## src/rtl/sal_refresh_sched.sv

```systemverilog
`timescale 1ns/1ps
`default_nettype none
// ============================================================================
// Module   : sal_refresh_sched
// Brief    : Per-rank DDR2 auto-refresh scheduler. Tracks the refresh debt of
//            each rank and issues refreshes while a rank is idle. A rank that
//            reaches the postpone limit escalates to urgent. New ACTs to a rank
//            are blocked while it is urgent or inside tRFC. Ranks are picked
//            round-robin, with at most one REF request outstanding.
// Options  : SAL_REF_PERF_CNT_EN adds the ref_cnt_o / urgent_cnt_o counters.
// Revision : 1.0 - initial release
// ============================================================================
module sal_refresh_sched #(
    parameter int NUM_RANKS    = 2,
    parameter int TREFI_CYCLES = 1560,
    parameter int TRFC_CYCLES  = 26,
    parameter int MAX_POSTPONE = 8
) (
    input  logic                         clk,
    input  logic                         rst_n,
    input  logic                         init_done_i,
    input  logic [NUM_RANKS-1:0]         rank_idle_i,
    output logic                         ref_req_o,
    output logic [$clog2(NUM_RANKS)-1:0] ref_rank_o,
    output logic                         ref_urgent_o,
    input  logic                         ref_gnt_i,
    output logic [NUM_RANKS-1:0]         rank_block_o,
    output logic                         err_o
`ifdef SAL_REF_PERF_CNT_EN
    ,
    output logic [31:0]                  ref_cnt_o,
    output logic [15:0]                  urgent_cnt_o
`endif
);

    localparam int c_RANK_W = $clog2(NUM_RANKS);
    localparam int c_IV_W   = $clog2(TREFI_CYCLES);
    localparam int c_RFC_W  = $clog2(TRFC_CYCLES + 1);

    typedef enum logic [0:0] {
        ST_IDLE = 1'b0,
        ST_REQ  = 1'b1
    } state_t;

    state_t                 r_state;
    state_t                 w_state_nxt;
    logic [c_RANK_W-1:0]    r_rank;
    logic                   r_urgent;
    logic [c_RANK_W-1:0]    r_rr_ptr;
    logic                   r_err;
    logic [NUM_RANKS-1:0]   r_block;

    logic [c_IV_W-1:0]      r_iv_cnt [NUM_RANKS];
    logic [3:0]             r_debt   [NUM_RANKS];
    logic [c_RFC_W-1:0]     r_trfc   [NUM_RANKS];

    logic [NUM_RANKS-1:0]   w_tick;
    logic [NUM_RANKS-1:0]   w_gnt_rank;
    logic [NUM_RANKS-1:0]   w_urgent;
    logic [NUM_RANKS-1:0]   w_elig;
    logic [NUM_RANKS-1:0]   w_ovf;
    logic [NUM_RANKS-1:0]   w_block_nxt;
    logic                   w_gnt;
    logic                   w_sel_found;
    logic [c_RANK_W-1:0]    w_sel_rank;
    logic                   w_sel_urg;

    // A grant only counts while a request is actually outstanding.
    assign w_gnt = (r_state == ST_REQ) && ref_gnt_i;

    // Rank visited at position 'off' of the round-robin walk starting after 'ptr'.
    function automatic logic [c_RANK_W-1:0] rr_idx(input logic [c_RANK_W-1:0] ptr,
                                                   input int off);
        return c_RANK_W'((int'(ptr) + off) % NUM_RANKS);
    endfunction

    // Per-rank interval, debt and tRFC tracking.
    for (genvar g = 0; g < NUM_RANKS; g++) begin : g_rank
        // Staggered start so that the ranks do not all come due together.
        localparam int c_IV_LOAD = TREFI_CYCLES - 1 - g * (TREFI_CYCLES / NUM_RANKS);

        logic [3:0]         w_debt_nxt;
        logic [c_RFC_W-1:0] w_trfc_nxt;

        assign w_tick[g]     = init_done_i && (r_iv_cnt[g] == '0);
        assign w_gnt_rank[g] = w_gnt && (r_rank == c_RANK_W'(g));
        assign w_urgent[g]   = (r_debt[g] >= 4'(MAX_POSTPONE));
        assign w_elig[g]     = (r_debt[g] != 4'd0) && (r_trfc[g] == '0) &&
                               (rank_idle_i[g] || w_urgent[g]) && init_done_i;
        assign w_ovf[g]      = w_tick[g] && (r_debt[g] == 4'hF);

        // Debt update: a tick owes one more refresh, a grant pays one off.
        always_comb begin
            w_debt_nxt = r_debt[g];
            case ({w_tick[g], w_gnt_rank[g]})
                2'b10:   w_debt_nxt = (r_debt[g] == 4'hF) ? 4'hF : r_debt[g] + 4'd1;
                2'b01:   w_debt_nxt = (r_debt[g] == 4'd0) ? 4'd0 : r_debt[g] - 4'd1;
                default: w_debt_nxt = r_debt[g];
            endcase
        end

        // tRFC window is opened by a grant and counts down to zero.
        always_comb begin
            w_trfc_nxt = r_trfc[g];
            if (w_gnt_rank[g]) begin
                w_trfc_nxt = c_RFC_W'(TRFC_CYCLES);
            end else if (r_trfc[g] != '0) begin
                w_trfc_nxt = r_trfc[g] - c_RFC_W'(1);
            end
        end

        // Block is derived from next-state values so it shows one cycle after its cause.
        assign w_block_nxt[g] = (w_debt_nxt >= 4'(MAX_POSTPONE)) || (w_trfc_nxt != '0);

        // Refresh interval counter: counts only once DRAM init has finished.
        always_ff @(posedge clk or posedge rst_n) begin
            if (rst_n) begin
                r_iv_cnt[g] <= c_IV_W'(c_IV_LOAD);
            end else if (init_done_i) begin
                if (r_iv_cnt[g] == '0) begin
                    r_iv_cnt[g] <= c_IV_W'(TREFI_CYCLES - 1);
                end else begin
                    r_iv_cnt[g] <= r_iv_cnt[g] - c_IV_W'(1);
                end
            end
        end

        // Debt and tRFC state registers.
        always_ff @(posedge clk or posedge rst_n) begin
            if (rst_n) begin
                r_debt[g] <= 4'd0;
                r_trfc[g] <= '0;
            end else begin
                r_debt[g] <= w_debt_nxt;
                r_trfc[g] <= w_trfc_nxt;
            end
        end
    end

    // Pick the next rank: urgent ranks first, then round-robin after the last grant.
    always_comb begin
        w_sel_found = 1'b0;
        w_sel_rank  = '0;
        w_sel_urg   = 1'b0;
        for (int i = 1; i <= NUM_RANKS; i++) begin
            if (!w_sel_found && w_elig[rr_idx(r_rr_ptr, i)] && w_urgent[rr_idx(r_rr_ptr, i)]) begin
                w_sel_found = 1'b1;
                w_sel_rank  = rr_idx(r_rr_ptr, i);
                w_sel_urg   = 1'b1;
            end
        end
        for (int i = 1; i <= NUM_RANKS; i++) begin
            if (!w_sel_found && w_elig[rr_idx(r_rr_ptr, i)]) begin
                w_sel_found = 1'b1;
                w_sel_rank  = rr_idx(r_rr_ptr, i);
                w_sel_urg   = w_urgent[rr_idx(r_rr_ptr, i)];
            end
        end
    end

    // Next-state logic: a request is held until it is granted, never withdrawn.
    always_comb begin
        w_state_nxt = r_state;
        case (r_state)
            ST_IDLE: if (w_sel_found) w_state_nxt = ST_REQ;
            ST_REQ:  if (ref_gnt_i)   w_state_nxt = ST_IDLE;
            default: w_state_nxt = ST_IDLE;
        endcase
    end

    // State register.
    always_ff @(posedge clk or posedge rst_n) begin
        if (rst_n) begin
            r_state <= ST_IDLE;
        end else begin
            r_state <= w_state_nxt;
        end
    end

    // Capture the target at request entry; move the round-robin pointer on grant.
    always_ff @(posedge clk or posedge rst_n) begin
        if (rst_n) begin
            r_rank   <= '0;
            r_urgent <= 1'b0;
            r_rr_ptr <= c_RANK_W'(NUM_RANKS - 1);
        end else begin
            if ((r_state == ST_IDLE) && w_sel_found) begin
                r_rank   <= w_sel_rank;
                r_urgent <= w_sel_urg;
            end
            if (w_gnt) begin
                r_rr_ptr <= r_rank;
            end
        end
    end

    // ACT-block flags and the sticky debt-overflow error.
    always_ff @(posedge clk or posedge rst_n) begin
        if (rst_n) begin
            r_block <= '0;
            r_err   <= 1'b0;
        end else begin
            r_block <= w_block_nxt;
            r_err   <= r_err | (|w_ovf);
        end
    end

    assign ref_req_o    = (r_state == ST_REQ);
    assign ref_rank_o   = r_rank;
    assign ref_urgent_o = r_urgent && (r_state == ST_REQ);
    assign rank_block_o = r_block;
    assign err_o        = r_err;

`ifdef SAL_REF_PERF_CNT_EN
    logic [31:0] r_ref_cnt;
    logic [15:0] r_urgent_cnt;

    // Grant counters; they wrap naturally at their maximum value.
    always_ff @(posedge clk or posedge rst_n) begin
        if (rst_n) begin
            r_ref_cnt    <= 32'd0;
            r_urgent_cnt <= 16'd0;
        end else if (w_gnt) begin
            r_ref_cnt <= r_ref_cnt + 32'd1;
            if (r_urgent) begin
                r_urgent_cnt <= r_urgent_cnt + 16'd1;
            end
        end
    end

    assign ref_cnt_o    = r_ref_cnt;
    assign urgent_cnt_o = r_urgent_cnt;
`endif

endmodule
`default_nettype wire

```

## config.mk

```make
export PLATFORM = sky130hd
export DESIGN_NAME = sal_refresh_sched
export DESIGN_NICKNAME = d
export VERILOG_FILES = /design/src/rtl/sal_refresh_sched.sv
export SDC_FILE = /design/constraint.sdc
export NUM_CORES = 1
export LEC_CHECK = 0
export BUFFER_PORTS_ARGS = -buffer_cell sky130_fd_sc_hd__buf_2
export CORE_MARGIN = 8
export CORE_UTILIZATION = 55
export DETAILED_ROUTE_END_ITERATION = 8
export GPL_TIMING_DRIVEN = 1
export HOLD_SLACK_MARGIN = 0.08
export PLACE_DENSITY_LB_ADDON = 0.25
export SETUP_SLACK_MARGIN = 0.05
export SLEW_MARGIN = 20
export SYNTH_ARGS = -nofsm -noshare
export SYNTH_HDL_FRONTEND = slang
export SYNTH_SLANG_ARGS = --single-unit
export TNS_END_PERCENT = 100
```

## constraint.sdc

```tcl
create_clock -name clk -period 3.25 [get_ports clk]
set_clock_uncertainty 0.05 [all_clocks]
set_input_delay 0.1625 -clock clk [delete_from_list [all_inputs] [get_ports clk]]
set_output_delay 0.1625 -clock clk [all_outputs]
set_load 0.01 [all_outputs]
```

==> results of run 1 <==
==> routing by layer <==
layer / part of all wire / vias up / global-route usage
met5: 0 / - / 0
met4: 0.012 / 0 / 0.0376
met3: 0.037 / 7 / 0.0302
met2: 0.48 / 25 / 0.223
met1: 0.48 / 970 / 0.185
li1: - / 1028 / -
==> logic make-up (layout without fill, tap and decap cells) <==
logic type	count (synthesis)	in the layout	synth area share
compound gates	52	52	0.115
xor+xnor	24	24	0.0776
fa+ha+maj	16	16	0.0739
buf+inv	33	51	0.0457
flops	47	47	0.440
mux	6	6	0.0240
simple gates	112	112	0.224
==> metrics by stage <==
step	setup slack, ns	cell area (µm²)
global route	0.0748	2990
global placement	0.145	2850
detailed placement	0.0360	2850
finish	0.209	2990
floorplan	0.173	2710
CTS	0.0797	2970
==> final timing paths <==
| kind | end | slack [ns] | cells past startpoint |
|---|---|---|---|
| hold / removal | ref_req_o$_DFF_PP0_ | 0.12 | 3 |
| hold reg to reg | r_rr_ptr$_DFFE_PP1N_ | 0.43 | 2 |
| setup reg to reg | rank_block_o[1]$_DFF_PP0_ | 0.21 | 10 |
| min in group asynchronous | r_debt[6]$_DFF_PP0_ | 0.58 | 3 |
| setup / recovery | rank_block_o[1]$_DFF_PP0_ | 0.21 | 10 |
| max in group asynchronous | r_trfc[2]$_DFF_PP0_ | 1.98 | 3 |
==> final cells by class <==
class / instances / area, µm²
clock buffers: 7 / 96.3
clock inverters: 1 / 7.51
fillers: 399 / 1730
inverters: 28 / 105
multi-input cells: 210 / 1420
flip-flops and latches: 47 / 1190
well taps: 67 / 83.8
repair buffers: 15 / 87.6
==> worst reg2reg max path, delay by kind of cell, from the launching register on <==
family,cells,cell delay (ns)
adders and majority gates,1,0.25
AOI/OAI and AO/OA,2,0.30
and+or+nand+nor,7,1.93
DFF,1,0.40
==> repair_timing <==
item / 4_1_cts / 5_1_grt
hold endpoints to repair: 26 / 0
endpoints found under the setup margin: 1 / 1
pin swaps: 0 / 2
gates resized for setup: 1 / 3
hold buffers: 1 / 0
==> power by group through the flow <==
| stage | combinational [W] | clock [W] | sequential, W |
|---|---|---|---|
| floorplan | 0.000760 | 0 | 0.00109 |
| global placement | 0.000888 | 0 | 0.00114 |
| detailed placement | 0.000917 | 0 | 0.00115 |
| CTS | 0.000928 | 0.000393 | 0.00114 |
| global route | 0.00106 | 0.000417 | 0.00119 |
| finish | 0.000931 | 0.000381 | 0.00114 |
==> placed cells by master, fill, tap and decap left out, types with 3 or more instances in the layout <==
master,instances
dfrtp_1,35
nand2_1,28
inv_1,26
clkbuf_8,7
nand2b_1,5
dfstp_2,12
xor2_1,3
nor2b_1,5
ha_1,15
a31oi_1,7
o21a_1,3
buf_2,11
nor2_1,28
mux2_2,4
nor3_1,14
xnor2_1,21
nand4_1,3
buf_4,3
nand3_1,8
a21oi_1,12
o21ai_0,17
==> sequential cells by signal (all words and copies together), names as in the netlist, named ones only <==
signal        cells
r_iv_cnt         22
r_rr_ptr          1
r_trfc           10
r_urgent          1
err_o             1
r_debt            6
ref_rank_o        1
rank_block_o      2
ref_req_o         1
==> flow_metrics.env, run 1 <==
export IMPL_status="complete, no violations"
export IMPL_worstPathCellList="or3_4 -> or4_4 -> nor4b_4 -> nand3b_4 -> ha_4 -> nor4_4 -> nor2_1 -> a31oi_1 -> o41ai_1 -> or3_1"
export IMPL_critical_path_class="reg -> reg"
export IMPL_utilization=0.634
export IMPL_combPwrFrac=0.379
export IMPL_hold_slack_ns=0.119
export IMPL_wl_mm=4.90
export IMPL_syn_area_per_cell_um2=9.34
export IMPL_coreArea_um2=4720
export IMPL_yosysTopAreaCell="dfrtp_1"
export IMPL_hold_viol=0
export IMPL_grt_pass1_vias=1873
export IMPL_power_density_nw_per_um2=821
export IMPL_dp_cells=366
export IMPL_h_tree_depth=2
export IMPL_switching_power_w=0.000925
export IMPL_clkPwrFrac=0.155
export IMPL_grt_pass1_wl_mm=8.53
export IMPL_p_int_w=0.00153
export IMPL_synthDistinctLibCells=46
export IMPL_insertedDiodeCount=0
export IMPL_critPathRequiredTime_ns=3.37
export IMPL_cts_buffers_inserted=5
export IMPL_drive_above_1_share=0.156
export IMPL_ir_worst_vdd_uv=470
export IMPL_ys_ff_latch=47
export IMPL_grt_max_degree=48
export IMPL_yosysWarningCount=0
export IMPL_synthesis_nets=312
export IMPL_critPathMaxFanout=4
export IMPL_crit_buf_inv=0
export IMPL_clk_insertion_delay_late_ns=0.29
export IMPL_numPortBuffers=11
export IMPL_synthArstFlopShare=1.00
export IMPL_globalRouteTotalUtil=0.139
export IMPL_tns_ns=0
export IMPL_grt_ovfl_total=0
export IMPL_cp_end_kind="flop"
export IMPL_finalSetupViolCount=0
export IMPL_yosysSeqAreaShare=0.440
export IMPL_dp_hpwl_mm=3.53
export IMPL_final_period_utilization=0.936
export IMPL_start_kind="flop"
export IMPL_drt_iter0_drc=77
export IMPL_worstHoldPathType="in -> reg"
export IMPL_instances_no_fill=375
export IMPL_path_clk_slew_ns=0.09
export IMPL_synthFlopType="dfrtp_1"
export IMPL_slew_viol_final=0
export IMPL_crit_start="r_iv_cnt[4]$_DFFE_PP0P_"
export IMPL_critPathTopFamily="simple AND/OR/NAND/NOR gates"
export IMPL_worst_pin_slew_ns=0.955
export IMPL_slew_headroom=0.362
export IMPL_nets=329
export IMPL_post_cts_buffers=0
export IMPL_dieWidth_um=86.2
export IMPL_cp_slowest_stage_delay_ns=0.46
export IMPL_synth_area_leaders="dfrtp_1, dfstp_2, ha_1, xnor2_1, nand2_1"
export IMPL_worst_ep_arrival_time_ns=3.16
export IMPL_core_rowCount=25
export IMPL_period_needed_ns=3.04
export IMPL_die_h_um=86.2
export IMPL_synth_edf_count=0
export IMPL_wl_per_cell_um=13.1
export IMPL_clock_sinks=47
export IMPL_cts_tree="yes"
export IMPL_drc=0
export IMPL_synth_most_common_cell="dfrtp_1"
export IMPL_synthesis_area_um2=2710
export IMPL_die_area_um2=7430
export IMPL_synthCells=290
export IMPL_synth_top_area_share=0.323
export IMPL_initial_utilization=0.574
export IMPL_clockBufferDepth=2
export IMPL_worstReg2RegStart="r_iv_cnt[4]$_DFFE_PP0P_"
export IMPL_pwr_share_seq=0.466
export IMPL_max_freq_mhz=329
export IMPL_finalPower_w=0.00246
export IMPL_maxCapViolCount=0
export IMPL_power_leakage_nw=1.33
export IMPL_drt_pass1_iterations=4
export IMPL_min_from="ref_gnt_i"
export IMPL_rsz0062_at_grt="no"
export IMPL_antenna_found_initial=0
export IMPL_switching_share=0.377
export IMPL_place_gp_congestion=0.816
export IMPL_clock_root_buffer="clkbuf_8"
export IMPL_slowest_stage="or4_4"
export IMPL_area_delta_synth_final_pct=10.5
export IMPL_vias=2030
export IMPL_pin_count=12
export IMPL_synth_common_cells="dfrtp_1, nand2_1, nor2_1, inv_1, xnor2_1"
export IMPL_via_per_inst=5.41
export IMPL_drtAntennaViolNets=0
Power figures use the tool's default switching activity.
==> run 2, diff against run 1 <==
--- a/config.mk
+++ b/config.mk
@@ -7,7 +7,7 @@
 export LEC_CHECK = 0
 export BUFFER_PORTS_ARGS = -buffer_cell sky130_fd_sc_hd__buf_2
 export CORE_MARGIN = 8
-export CORE_UTILIZATION = 55
+export CORE_UTILIZATION = 60
 export DETAILED_ROUTE_END_ITERATION = 8
 export GPL_TIMING_DRIVEN = 1
 export HOLD_SLACK_MARGIN = 0.08
==> constraint.sdc (replaced) <==
create_clock -name clk -period 3.7 [get_ports clk]
set_clock_uncertainty 0.05 [all_clocks]
set_input_delay 0.185 -clock clk [delete_from_list [all_inputs] [get_ports clk]]
set_output_delay 0.185 -clock clk [all_outputs]
set_load 0.01 [all_outputs]
==> run 2 against run 1 <==
  * Sequential share of layout area rose by 1.1 points
  * First-iteration DRC count fell by 5.2%
  * Sequential power fell by 12%
  * Clock power fell by 12%
  * Power fell by 14%
  * Via count fell by 0.94%
  * Final cell count fell by 5.1%
  * Utilization rose by 3.6 points
  * Final area fell by 2.6%
  * Register-to-register slack improved by 0.20 ns
  * Critical path depth did not move
  * Non-clock buffer count fell by 4
  * Critical endpoint unchanged
==> flow_metrics.env, run 2 (synthesized netlist as in run 1, its figures left out) <==
export IMPL_finalPower_w=0.00212
export IMPL_dieWidth_um=83.2
export IMPL_slew_headroom=0.353
export IMPL_period_needed_ns=3.29
export IMPL_post_cts_buffers=0
export IMPL_num_fill_cells=379
export IMPL_r2r_slack_ns=0.41
export IMPL_use_met1=0.187
export IMPL_place_gp_congestion=0.878
export IMPL_worst_pin_slew_ns=0.969
export IMPL_clk_insertion_delay_late_ns=0.29
export IMPL_insertedDiodeCount=0
export IMPL_cts_buffers_inserted=5
export IMPL_core_rowCount=24
export IMPL_wl_per_cell_um=13.2
export IMPL_initial_utilization=0.622
export IMPL_drive_above_1_share=0.141
export IMPL_largest_reg_flops=22
export IMPL_clock_sinks=47
export IMPL_worstReg2RegStart="r_iv_cnt[4]$_DFFE_PP0P_"
export IMPL_postCtsHoldBufs=0
export IMPL_area_delta_synth_final_pct=7.57
export IMPL_final_period_utilization=0.889
export IMPL_path_clk_slew_ns=0.09
export IMPL_grt_use_met3=0.0313
export IMPL_numPortBuffers=11
export IMPL_dp_hpwl_mm=3.41
export IMPL_combPwrFrac=0.371
export IMPL_status="complete, no violations"
export IMPL_die_h_um=83.2
export IMPL_die_area_um2=6920
export IMPL_r2r_end="rank_block_o[1]$_DFF_PP0_"
export IMPL_ir_worst_vdd_uv=446
export IMPL_tns_ns=0
export IMPL_regMostFlops="r_iv_cnt"
export IMPL_clockBufferDepth=2
export IMPL_register_area_um2=1190
export IMPL_pin_count=12
export IMPL_worstHoldPathType="in -> async"
export IMPL_worst_ep_arrival_time_ns=3.41
export IMPL_wl_mm=4.71
export IMPL_grt_busiest_layer="met2"
export IMPL_start_kind="flop"
export IMPL_antenna_found_initial=0
export IMPL_cts_resized=0
export IMPL_hold_viol=0
export IMPL_nets=325
export IMPL_grt_max_degree=48
export IMPL_via_per_inst=5.65
export IMPL_power_leakage_nw=1.31
export IMPL_drt_iter0_drc=73
export IMPL_clock_root_buffer="clkbuf_8"
export IMPL_grt_ovfl_total=0
export IMPL_finalSetupViolCount=0
export IMPL_rsz0062_at_grt="no"
export IMPL_cts_tree="yes"
export IMPL_critPathRequiredTime_ns=3.82
export IMPL_use_met2=0.230
export IMPL_grt_pass1_vias=1975
export IMPL_drc=0
export IMPL_critical_path_class="reg -> reg"
export IMPL_max_freq_mhz=304
export IMPL_switching_power_w=0.000789
export IMPL_reg2reg_depth=10
export IMPL_cp_end_kind="flop"
export IMPL_setup_slack_ns=0.410
export IMPL_multi_input_comb_area_um2=1390
export IMPL_coreArea_um2=4350
export IMPL_final_common_cell="dfrtp_1"
export IMPL_switching_share=0.372
export IMPL_drtAntennaViolNets=0
export IMPL_utilization=0.669
export IMPL_slew_viol_final=0
export IMPL_grt_pass1_wl_mm=8.59
export IMPL_globalRouteTotalUtil=0.144
export IMPL_clkPwrFrac=0.158
export IMPL_critPathMaxFanout=8
export IMPL_pwr_share_seq=0.471
export IMPL_post_place_ws_ns=0.459
export IMPL_vias=2011
export IMPL_p_int_w=0.00133
export IMPL_h_tree_depth=2
export IMPL_largest_registers="r_iv_cnt x22, r_trfc x10, r_debt x6"
export IMPL_maxCapViolCount=0
export IMPL_layout_common_cells="dfrtp_1, nand2_1, nor2_1"
export IMPL_power_density_nw_per_um2=729
export IMPL_drt_pass1_iterations=4
export IMPL_hold_slack_ns=0.0649
-- run 2: changes by cell type in the layout (fill, tap and decap cells not counted) --
cell	change
ha_1	+1
ha_4	-1
nor4_1	+1
nor4_4	-1
buf_4	-3
dlygate4sd3_1	-1
-- run 2: area by class of cell --
cell class	instances	share of cell area
clock buffers	7	0.0331
clock inverters	1	0.00258
inverters	28	0.0361
multi-input cells	210	0.478
flip-flops and latches	47	0.409
well taps	52	0.0223
repair buffers	11	0.0189
-- run 2: power by group through the flow --
stage	Sequential [W]	Combinational [W]	Clock, W
after floorplan	0.000955	0.000667	0
after global placement	0.000999	0.000771	0
after detailed placement	0.00101	0.000794	0
after CTS	0.00100	0.000800	0.000352
after global routing	0.00103	0.000911	0.000368
final	0.00100	0.000787	0.000337
-- run 2: per-stage QoR --
step	cell area (µm²)	std cells
after floorplan	2710	290
final	2910	356
after CTS	2910	356
after global placement	2810	348
after global routing	2910	356
after detailed placement	2810	348
-- run 2: worst max-delay path, stage by stage (launching register included) --
cell	delay, ns
dfrtp_1	0.39
or3_4	0.41
or4_4	0.45
nor4b_4	0.32
nand3b_4	0.16
ha_1	0.34
nor4_1	0.34
nor2_1	0.09
a31oi_1	0.14
o41ai_1	0.10
or3_1	0.36
-- run 2: how the worst max path moves through the flow --
stage                                        from                        end  depth (start not counted)
after CTS                 r_iv_cnt[4]$_DFFE_PP0P_  rank_block_o[1]$_DFF_PP0_                         10
after global routing      r_iv_cnt[4]$_DFFE_PP0P_  rank_block_o[1]$_DFF_PP0_                         10
final                     r_iv_cnt[4]$_DFFE_PP0P_  rank_block_o[1]$_DFF_PP0_                         10
after global placement    r_iv_cnt[4]$_DFFE_PP0P_  rank_block_o[1]$_DFF_PP0_                         10
after detailed placement  r_iv_cnt[4]$_DFFE_PP0P_  rank_block_o[1]$_DFF_PP0_                         10
after floorplan           r_iv_cnt[4]$_DFFE_PP0P_  rank_block_o[1]$_DFF_PP0_                         10
-- run 2: per-layer routing --
metal / wire [µm] / vias up
li1: - / 1016
met1: 2300 / 951
met2: 2190 / 39
met3: 176 / 5
met4: 39 / 0
met5: 0 / -
